<file path="src/rtl/soc_sysid_pkg.sv">
// Shared constants for the system-ID / uptime peripheral: word offsets,
// CTRL/STATUS bit positions and the CAPS generation code.
package soc_sysid_pkg;

  localparam logic [3:0] REG_ID        = 4'd0;
  localparam logic [3:0] REG_TIMESTAMP = 4'd1;
  localparam logic [3:0] REG_CAPS      = 4'd2;
  localparam logic [3:0] REG_CTRL      = 4'd3;
  localparam logic [3:0] REG_STATUS    = 4'd4;
  localparam logic [3:0] REG_UPTIME_LO = 4'd5;
  localparam logic [3:0] REG_UPTIME_HI = 4'd6;
  localparam logic [3:0] REG_SCRATCH0  = 4'd8;

  localparam int CTRL_EN_BIT    = 0;
  localparam int CTRL_CLR_BIT   = 1;
  localparam int STATUS_OVF_BIT = 0;

  localparam logic [7:0] CAPS_GEN = 8'h02;

endpackage

</file>
<file path="src/rtl/soc_sysid_uptime.sv">
// Prescaled 64-bit uptime counter. A tick fires on the edge where the
// prescaler sits at TICK_DIV-1; clear beats a same-edge tick, and wrap_o
// pulses combinationally on the edge where the counter rolls over.
module soc_sysid_uptime #(
  parameter int unsigned TICK_DIV = 50
) (
  input  logic        clock,
  input  logic        reset_n,
  input  logic        en_i,
  input  logic        clr_i,
  output logic [63:0] uptime_o,
  output logic        wrap_o
);

  localparam int unsigned PW = (TICK_DIV > 1) ? $clog2(TICK_DIV) : 1;
  localparam logic [PW-1:0] PRESC_LAST = PW'(TICK_DIV - 1);

  logic [PW-1:0] presc_q, presc_d;
  logic [63:0]   cnt_q, cnt_d;
  logic          tick;

  assign uptime_o = cnt_q;

  // Next-state for prescaler and counter; clear overrides any tick.
  always_comb begin
    presc_d = presc_q;
    cnt_d   = cnt_q;
    wrap_o  = 1'b0;
    tick    = en_i && (presc_q == PRESC_LAST);
    if (clr_i) begin
      presc_d = '0;
      cnt_d   = '0;
    end else if (tick) begin
      presc_d = '0;
      cnt_d   = cnt_q + 64'd1;
      wrap_o  = &cnt_q;
    end else if (en_i) begin
      presc_d = presc_q + 1'b1;
    end
  end

  // State registers with synchronous active-low reset.
  always_ff @(posedge clock) begin
    if (!reset_n) begin
      presc_q <= '0;
      cnt_q   <= '0;
    end else begin
      presc_q <= presc_d;
      cnt_q   <= cnt_d;
    end
  end

endmodule

</file>
<file path="src/rtl/soc_sysid_ext.sv">
// System-ID and uptime slave on the Avalon-MM interconnect: read-only
// identification words, CTRL/STATUS, a coherent LO/HI uptime readout via a
// high-word shadow, byte-writable scratch registers and a 1-cycle read pipe.
module soc_sysid_ext
  import soc_sysid_pkg::*;
#(
  parameter logic [31:0] SYSTEM_ID   = 32'h0000_0000,
  parameter logic [31:0] TIMESTAMP   = 32'd1642576140,
  parameter int unsigned NUM_SCRATCH = 4,
  parameter int unsigned TICK_DIV    = 50,
  parameter int unsigned ADDR_W      = 4
) (
  input  logic              clock,
  input  logic              reset_n,
  input  logic [ADDR_W-1:0] address,
  input  logic              read,
  input  logic              write,
  input  logic [31:0]       writedata,
  input  logic [3:0]        byteenable,
  output logic [31:0]       readdata,
  output logic              readdatavalid
);

  logic        ctrl_en_q, ctrl_en_d;
  logic        ovf_q, ovf_d;
  logic [31:0] hi_shadow_q, hi_shadow_d;
  logic [31:0] scratch_q [NUM_SCRATCH];
  logic [31:0] scratch_d [NUM_SCRATCH];
  logic [31:0] readdata_q, readdata_d;
  logic        rdv_q, rdv_d;

  logic [63:0] uptime;
  logic        wrap;
  logic        wr_ctrl, wr_status, rd_lo, clr;
  logic [3:0]  scr_off;
  logic [31:0] rd_mux;
  logic        scr_sel [NUM_SCRATCH];

  assign wr_ctrl   = write && (address == REG_CTRL);
  assign wr_status = write && (address == REG_STATUS);
  assign rd_lo     = read  && (address == REG_UPTIME_LO);
  assign clr       = wr_ctrl && writedata[CTRL_CLR_BIT];
  assign scr_off   = address - REG_SCRATCH0;

  assign readdata      = readdata_q;
  assign readdatavalid = rdv_q;

  soc_sysid_uptime #(
    .TICK_DIV (TICK_DIV)
  ) u_uptime (
    .clock    (clock),
    .reset_n  (reset_n),
    .en_i     (ctrl_en_q),
    .clr_i    (clr),
    .uptime_o (uptime),
    .wrap_o   (wrap)
  );

  // Scratch word select: one-hot decode of the implemented scratch slots.
  always_comb begin
    for (int i = 0; i < NUM_SCRATCH; i++) begin
      scr_sel[i] = (address >= REG_SCRATCH0) && (scr_off == 4'(i));
    end
  end

  // Read mux over the current (pre-write) register contents.
  always_comb begin
    rd_mux = '0;
    case (address)
      REG_ID:        rd_mux = SYSTEM_ID;
      REG_TIMESTAMP: rd_mux = TIMESTAMP;
      REG_CAPS:      rd_mux = {CAPS_GEN, 16'(TICK_DIV), 8'(NUM_SCRATCH)};
      REG_CTRL:      rd_mux[CTRL_EN_BIT] = ctrl_en_q;
      REG_STATUS:    rd_mux[STATUS_OVF_BIT] = ovf_q;
      REG_UPTIME_LO: rd_mux = uptime[31:0];
      REG_UPTIME_HI: rd_mux = hi_shadow_q;
      default:       rd_mux = '0;
    endcase
    for (int i = 0; i < NUM_SCRATCH; i++) begin
      if (scr_sel[i]) rd_mux = scratch_q[i];
    end
  end

  // Register next-state: writes, sticky overflow, shadow capture, read pipe.
  always_comb begin
    ctrl_en_d   = ctrl_en_q;
    ovf_d       = ovf_q;
    hi_shadow_d = hi_shadow_q;
    scratch_d   = scratch_q;
    readdata_d  = readdata_q;
    rdv_d       = read;
    if (wr_ctrl) ctrl_en_d = writedata[CTRL_EN_BIT];
    // A wrap on the same edge as a clear-write keeps the flag set.
    if (wrap) ovf_d = 1'b1;
    else if (wr_status && writedata[STATUS_OVF_BIT]) ovf_d = 1'b0;
    if (rd_lo) hi_shadow_d = uptime[63:32];
    if (read) readdata_d = rd_mux;
    for (int i = 0; i < NUM_SCRATCH; i++) begin
      for (int b = 0; b < 4; b++) begin
        if (write && scr_sel[i] && byteenable[b]) begin
          scratch_d[i][8*b +: 8] = writedata[8*b +: 8];
        end
      end
    end
  end

  // State registers with synchronous active-low reset.
  always_ff @(posedge clock) begin
    if (!reset_n) begin
      ctrl_en_q   <= 1'b1;
      ovf_q       <= 1'b0;
      hi_shadow_q <= '0;
      readdata_q  <= '0;
      rdv_q       <= 1'b0;
      for (int i = 0; i < NUM_SCRATCH; i++) scratch_q[i] <= '0;
    end else begin
      ctrl_en_q   <= ctrl_en_d;
      ovf_q       <= ovf_d;
      hi_shadow_q <= hi_shadow_d;
      readdata_q  <= readdata_d;
      rdv_q       <= rdv_d;
      for (int i = 0; i < NUM_SCRATCH; i++) scratch_q[i] <= scratch_d[i];
    end
  end

endmodule

</file>
<file path="config.mk">
export PLATFORM = sky130hd
export DESIGN_NAME = soc_sysid_ext
export DESIGN_NICKNAME = d
export VERILOG_FILES = /design/src/rtl/soc_sysid_pkg.sv /design/src/rtl/soc_sysid_uptime.sv /design/src/rtl/soc_sysid_ext.sv
export SDC_FILE = /design/constraint.sdc
export NUM_CORES = 1
export LEC_CHECK = 0
export BUFFER_PORTS_ARGS = -buffer_cell sky130_fd_sc_hd__buf_2
export CORE_MARGIN = 8
export CORE_UTILIZATION = 50
export DETAILED_ROUTE_END_ITERATION = 10
export PLACE_DENSITY = 0.7
export SYNTH_ARGS = -nofsm -noshare
export SYNTH_HDL_FRONTEND = slang
export SYNTH_HIERARCHICAL = 1
export SYNTH_SLANG_ARGS = --single-unit
</file>
<file path="constraint.sdc">
create_clock -name clock -period 2.1 [get_ports clock]
set_input_delay 0.21 -clock clock [delete_from_list [all_inputs] [get_ports clock]]
set_output_delay 0.21 -clock clock [all_outputs]
set_load 0.02 [all_outputs]
</file>
After elaboration in Yosys (flattened, before gate mapping) --
Index checks and enable logic that the tools add are counted.
Cells by class: add/sub/neg operators 3, $lt $le $gt $ge 1, eq/ne operators 10, muxes and demuxes 10, bitwise operators 1, reduce and logical (&&, ||, !) cells 35
Operators by type and width (count):
- $mux W32 | 4
- $pmux W31 S4 | 1
- $add A64 B1 Y64 const B | 1
- $reduce_and A64 Y1 | 1
- $logic_and A1 B1 Y1 | 30
- $eq A4 B2 Y1 const B | 4
- $eq A4 B3 Y1 const B | 3
- $eq A4 B1 Y1 const B | 2
- $add A6 B1 Y6 const B | 1
- $eq A6 B6 Y1 const B | 1
- $ge A4 B4 Y1 const B | 1
- $logic_not A4 Y1 | 1
- $mux W1 | 4
- $pmux W1 S4 | 1
- $sub A4 B4 Y4 const B | 1
- $reduce_or A3 Y1 | 1
- $reduce_bool A2 Y1 | 1
- $reduce_or A2 Y1 | 1
- $not A1 Y1 | 1
Storage, ports and cells: register bits 265, bits of input ports 44, output and inout bits 33, word-level logic and storage cells 83

Longest topological paths before layout --
depth after elaboration 7, depth in mapped cells 9, mapped depth without buffers 8

Hierarchy --
Netlist, hierarchy kept.
By module, submodules not included:
- soc_sysid_ext | times used 1, cells each 1079, area an instance 9153.8 µm², sequential area each 3903.7 µm²
- soc_sysid_uptime | times used 1, cells each 418, area an instance 3523.4 µm², sequential area each 1401.3 µm²

Least setup slack after synthesis --
OpenSTA, ideal clock, no wires.
kind register to register, from register u_uptime.presc_q[0], to register u_uptime.cnt_q[33], in the netlist u_uptime/uptime_o[33], library setup time 0.070 ns, data arrival time 2.141 ns, data required time 2.030 ns, setup slack -0.111 ns, stages on the path, launching flop included 8, buffers on the path 1, clock period less this slack 2.211 ns, cell sequence dfxtp_1 -> ha_1 -> nand4_1 -> or2_2 -> clkbuf_1 -> or3_1 -> or4_1 -> a21oi_1
On the way: word-level cells in the longest chain between the ends 2
RTL lines:
- start, declared | RTL line soc_sysid_uptime.sv:18 | logic [PW-1:0] presc_q, presc_d;
- start signal, assigned | RTL line soc_sysid_uptime.sv:48 | presc_q <= presc_d;
- $eq A6 B6 Y1 | RTL line soc_sysid_uptime.sv:29 | tick = en_i && (presc_q == PRESC_LAST);
- $logic_and A1 B1 Y1 | RTL line soc_sysid_uptime.sv:29
- end signal, assigned | RTL line soc_sysid_uptime.sv:49 | cnt_q <= cnt_d;
- end, declared | RTL line soc_sysid_uptime.sv:19 | logic [63:0] cnt_q, cnt_d;
No other way between the ends. A chain may end at the register's enable or synchronous reset.

Worst setup path after layout --
from register u_uptime.cnt_q[19], in the netlist u_uptime/uptime_o[19], to register u_uptime.cnt_q[54], in the netlist u_uptime/uptime_o[54]
On the way: word-level cells in the longest chain between the ends 1
RTL lines:
- $add A64 B1 Y64 | RTL line soc_sysid_uptime.sv:35 | cnt_d = cnt_q + 64'd1;
No other way between the ends.

==> run_summary.xml <==
<?xml version="1.0" encoding="UTF-8"?>
<metrics>
  <group name="timing">
    <metric name="grt_setup_unrepaired" unit="">yes</metric>
    <metric name="final_period_minus_worst_setup_slack" unit="ps">2070</metric>
    <metric name="maxSlewViolCount" unit="">0</metric>
    <metric name="relSlewSlack" unit="%">60.0</metric>
    <metric name="timing.final.hold_violations" unit="">0</metric>
    <metric name="max_fclk" unit="GHz">0.483</metric>
    <metric name="tns" unit="ps">0</metric>
    <metric name="clock-skew-final" unit="ps">22.6</metric>
    <metric name="worst_slew_pin_slew" unit="ps">600</metric>
    <metric name="post-route-period-util" unit="%">98.5</metric>
    <metric name="final-setup-viol-count" unit="">0</metric>
  </group>
  <group name="detailed_routing">
    <metric name="wire_per_inst" unit="um">19.1</metric>
    <metric name="vias" unit="">11988</metric>
    <metric name="detail_route.first_pass.iterations" unit="">6</metric>
    <metric name="drt_wl_total" unit="um">38900</metric>
    <metric name="drc" unit="">0</metric>
    <metric name="postRouteAntennaNets" unit="">0</metric>
    <metric name="route.detailed.vias_per_inst" unit="">5.89</metric>
    <metric name="drt_first_iter_violations" unit="">1100</metric>
  </group>
  <group name="power">
    <metric name="pwr-share-seq" unit="%">46.5</metric>
    <metric name="power.internal" unit="W">0.00836</metric>
    <metric name="combinational_power_share" unit="%">7.8</metric>
    <metric name="leakage" unit="nW">5.53</metric>
    <metric name="p_sw_share" unit="%">23.8</metric>
    <metric name="pwr-share-clk" unit="%">45.7</metric>
    <metric name="peakVddDrop" unit="mV">0.574</metric>
    <metric name="p_switching" unit="W">0.00262</metric>
    <metric name="p_per_area" unit="nW/um2">698</metric>
  </group>
  <group name="cells_and_area">
    <metric name="multi_input_comb_area" unit="um2">7020</metric>
    <metric name="finish.net_count" unit="">1731</metric>
    <metric name="final_cell_count_no_fill" unit="">2034</metric>
    <metric name="synthToLayoutAreaGrowth" unit="%">24.0</metric>
    <metric name="fillerInstances" unit="">2126</metric>
    <metric name="utilization" unit="%">62.8</metric>
    <metric name="final-seq-area" unit="um2">5330</metric>
    <metric name="layout_cells_sized_above_1" unit="%">20.7</metric>
    <metric name="antenna_cells_inserted" unit="">0</metric>
    <metric name="fin_area" unit="um2">15700</metric>
  </group>
  <group name="logic_synthesis">
    <metric name="ys_seq_elements" unit="">265</metric>
    <metric name="synthDominantAreaCellType" unit="">sky130_fd_sc_hd__dfxtp_1</metric>
    <metric name="yosys-top-cells-area" unit="">sky130_fd_sc_hd__dfxtp_1 42%, sky130_fd_sc_hd__mux2i_1 6.9%, sky130_fd_sc_hd__nand2_1 6.5%</metric>
    <metric name="yosys.cell_count.top_type" unit="">sky130_fd_sc_hd__dfxtp_1</metric>
    <metric name="yosysUniqueCellTypes" unit="">60</metric>
    <metric name="netlist_top_cells_count" unit="">265 x sky130_fd_sc_hd__dfxtp_1, 220 x sky130_fd_sc_hd__nand2_1, 96 x sky130_fd_sc_hd__a21boi_1</metric>
    <metric name="postSynth.asyncResetShare" unit="%">0</metric>
    <metric name="syn-mean-instance-area" unit="um2">8.47</metric>
    <metric name="ys.flop_type" unit="">sky130_fd_sc_hd__dfxtp_1</metric>
    <metric name="post_synth_instance_area" unit="um2">12700</metric>
    <metric name="seq_area_frac_synth" unit="%">41.8</metric>
    <metric name="synth_top_cell_area_share" unit="%">41.8</metric>
    <metric name="post_synth_inst_count" unit="">1497</metric>
    <metric name="synth-edff-count" unit="">0</metric>
    <metric name="synth-warning-count" unit="">6</metric>
    <metric name="synthesis.nets" unit="">1544</metric>
  </group>
  <group name="min_path">
    <metric name="holdPathEnd" unit="">readdata[15]$_SDFFE_PN0P_</metric>
    <metric name="hold_path_depth" unit="">2</metric>
    <metric name="hp-start" unit="">read</metric>
    <metric name="hold_class" unit="">in -&gt; reg</metric>
  </group>
  <group name="worst_setup_path">
    <metric name="timing.critical_path.max_delay_family" unit="">simple AND/OR/NAND/NOR gates</metric>
    <metric name="r2r-start" unit="">u_uptime/uptime_o[19]$_SDFFE_PP0P_</metric>
    <metric name="crit_path_top_delay_cell" unit="">sky130_fd_sc_hd__or4_1</metric>
    <metric name="timing.critical_path.mode_cell" unit="">sky130_fd_sc_hd__or4_1</metric>
    <metric name="cp_slowest_stage_delay" unit="ps">550</metric>
    <metric name="cp_cell_sequence" unit="">nand3_2 &gt; or4_1 &gt; or3_4 &gt; or4_1 &gt; a21oi_1</metric>
    <metric name="critical_path.startpoint_type" unit="">flop</metric>
    <metric name="ff2ff_setup_slack" unit="ps">30</metric>
    <metric name="required" unit="ps">2580</metric>
    <metric name="crit_fanout" unit="">5</metric>
    <metric name="rr_endpoint" unit="">u_uptime/uptime_o[54]$_SDFFE_PP0P_</metric>
    <metric name="cp.buffers_inverters" unit="">0</metric>
    <metric name="worst-setup-path-type" unit="">reg -&gt; reg</metric>
    <metric name="cp-end-kind" unit="">flop</metric>
    <metric name="worst_r2r_path_depth" unit="">5</metric>
    <metric name="worst-endpoint-arrival" unit="ps">2550</metric>
    <metric name="worst-path-stages" unit="">5</metric>
  </group>
  <group name="cts">
    <metric name="latest_clock_arrival_within_the_worst_skew_pair" unit="ps">550</metric>
    <metric name="ctsRootBufferMaster" unit="">sky130_fd_sc_hd__clkbuf_16</metric>
    <metric name="cts_made_buffers" unit="">29</metric>
    <metric name="clkSinkCount" unit="">265</metric>
    <metric name="ctsHtreeMaxLevel" unit="">1</metric>
    <metric name="tritoncts" unit="">done</metric>
    <metric name="clock_path_buffers" unit="">3</metric>
    <metric name="clk_transition_reported_paths" unit="ps">60</metric>
  </group>
  <group name="floorplan">
    <metric name="die_width" unit="um">175</metric>
    <metric name="die_y" unit="um">175</metric>
    <metric name="floorplan.core_area" unit="um2">25000</metric>
    <metric name="num_io_pins" unit="">77</metric>
    <metric name="placementRows" unit="">58</metric>
    <metric name="initial_utilization" unit="%">50.6</metric>
    <metric name="design.die.area" unit="um2">30700</metric>
  </group>
  <group name="place">
    <metric name="io_buffer_count" unit="">76</metric>
    <metric name="detailedPlacementHpwl" unit="um">26800</metric>
    <metric name="postPlaceCellArea" unit="um2">14200</metric>
    <metric name="dp_cells" unit="">1939</metric>
    <metric name="gp_routability_congestion" unit="">0.922</metric>
  </group>
  <group name="global_routing">
    <metric name="grt_antenna_before_repair" unit="">0</metric>
    <metric name="groute.usage.overall" unit="%">24.3</metric>
    <metric name="grt_pass1_wl" unit="um">61900</metric>
    <metric name="first_global_vias" unit="">11658</metric>
    <metric name="grt_max_degree" unit="">93</metric>
    <metric name="grt.overflow.total" unit="">0</metric>
  </group>
  <group name="flow_run">
    <metric name="drv_cap" unit="">0</metric>
  </group>
  <group name="outcome">
    <metric name="status" unit="">completed</metric>
  </group>
</metrics>
-- cell type report --
class / count / share of cell area, %
repair buffers: 259 / 12.5
clock inverters: 8 / 0.454
well taps: 330 / 2.63
flip-flops and latches: 265 / 33.9
clock buffers: 43 / 5.52
inverters: 12 / 0.286
multi-input cells: 1117 / 44.7
-- power groups by stage --
stage / logic (W) / clock network (W) / registers [W]
2_1_floorplan: 0.000453 / 0 / 0.00525
3_3_place_gp: 0.000779 / 0 / 0.00522
4_1_cts: 0.000835 / 0.00508 / 0.00511
3_5_place_dp: 0.000785 / 0 / 0.00522
6_report: 0.000851 / 0.00502 / 0.00511
5_1_grt: 0.000910 / 0.00531 / 0.00511
-- per-layer routing --
layer | vias to the layer above | share of wire [%] | global-route usage [%]
met1 | 5699 | 44 | 32.6
met3 | 64 | 7.5 | 3.50
li1 | 5731 | - | -
met5 | - | 0 | 0
met2 | 494 | 47 | 39.8
met4 | 0 | 2.1 | 7.49
-- per-stage QoR --
step / hold slack (ps) / total power, W / setup slack, ps
floorplan: 335 / 0.00570 / 27.7
global placement: 431 / 0.00600 / 42.5
detailed placement: 440 / 0.00600 / 7.06
CTS: 133 / 0.0110 / 2.43
global route: 166 / 0.0113 / -56.0
finish: 152 / 0.0110 / 31.1
-- worst max path at each step --
stage | start | end | slack, ps
after floorplan | u_uptime/uptime_o[15]$_SDFFE_PP0P_ | u_uptime/uptime_o[54]$_SDFFE_PP0P_ | 30
after global placement | u_uptime/uptime_o[2]$_SDFFE_PP0P_ | u_uptime/uptime_o[62]$_SDFFE_PP0P_ | 40
after detailed placement | u_uptime/uptime_o[2]$_SDFFE_PP0P_ | u_uptime/uptime_o[54]$_SDFFE_PP0P_ | 7
after CTS | u_uptime/presc_q[1]$_SDFFE_PP0P_ | u_uptime/uptime_o[38]$_SDFFE_PP0P_ | 2
after global routing | u_uptime/uptime_o[11]$_SDFFE_PP0P_ | u_uptime/uptime_o[59]$_SDFFE_PP0P_ | -60
final | u_uptime/uptime_o[19]$_SDFFE_PP0P_ | u_uptime/uptime_o[54]$_SDFFE_PP0P_ | 30
-- what timing repair did --
action,4_1_cts,5_1_grt
hold buffers,33,0
endpoints found under the hold margin,106,0
gates cloned,0,2
gates resized for setup,11,34
setup buffers,6,3
pin swaps,5,12
endpoints found under the setup margin,2,25
-- layout by cell type (no fill, tap or decap), types with 5 or more instances in the layout --
cell,count
sky130_fd_sc_hd__nand3_2,5
sky130_fd_sc_hd__nand2_1,219
sky130_fd_sc_hd__o31ai_1,14
sky130_fd_sc_hd__clkinv_2,5
sky130_fd_sc_hd__clkbuf_1,5
sky130_fd_sc_hd__o21ai_0,67
sky130_fd_sc_hd__or4_1,13
sky130_fd_sc_hd__clkbuf_8,9
sky130_fd_sc_hd__inv_1,9
sky130_fd_sc_hd__dfxtp_1,246
sky130_fd_sc_hd__dlygate4sd3_1,33
sky130_fd_sc_hd__a21oi_1,84
sky130_fd_sc_hd__a31oi_1,14
sky130_fd_sc_hd__nor2b_1,69
sky130_fd_sc_hd__or3_1,17
sky130_fd_sc_hd__a21boi_1,96
sky130_fd_sc_hd__o221ai_1,13
sky130_fd_sc_hd__nor3_1,6
sky130_fd_sc_hd__o22ai_1,30
sky130_fd_sc_hd__buf_12,10
sky130_fd_sc_hd__nor2_1,82
sky130_fd_sc_hd__nand2b_1,8
sky130_fd_sc_hd__nand3_1,26
sky130_fd_sc_hd__and3_1,6
sky130_fd_sc_hd__clkbuf_16,29
sky130_fd_sc_hd__dfxtp_2,17
sky130_fd_sc_hd__xor2_1,20
sky130_fd_sc_hd__nand4_1,34
sky130_fd_sc_hd__buf_2,77
sky130_fd_sc_hd__a22oi_1,28
sky130_fd_sc_hd__a21o_1,15
sky130_fd_sc_hd__nor3_4,8
sky130_fd_sc_hd__nor4_2,7
sky130_fd_sc_hd__xnor2_1,14
sky130_fd_sc_hd__o21ai_1,70
sky130_fd_sc_hd__buf_4,136
sky130_fd_sc_hd__and4_1,9
sky130_fd_sc_hd__mux2i_1,88
-- sequential cells by signal, indices dropped and copies added, names as in the netlist --
name	count
ctrl_en_q	1
ovf_q	1
u_uptime/uptime_o	64
u_uptime/presc_q	6
readdatavalid	1
hi_shadow_q	32
scratch_q	128
readdata	32
-- cells by family after synthesis --
group	after synthesis	share of synthesized area [%]
AND/OR/NAND/NOR	553	23.0
adder cells (fa/ha/maj)	3	0.296
flip-flops	265	41.8
multiplexers	89	7.04
AO/OA/AOI/OAI	438	21.3
XOR/XNOR	34	2.35
buffers and inverters	115	4.12
(Power assumes the default switching activity.)
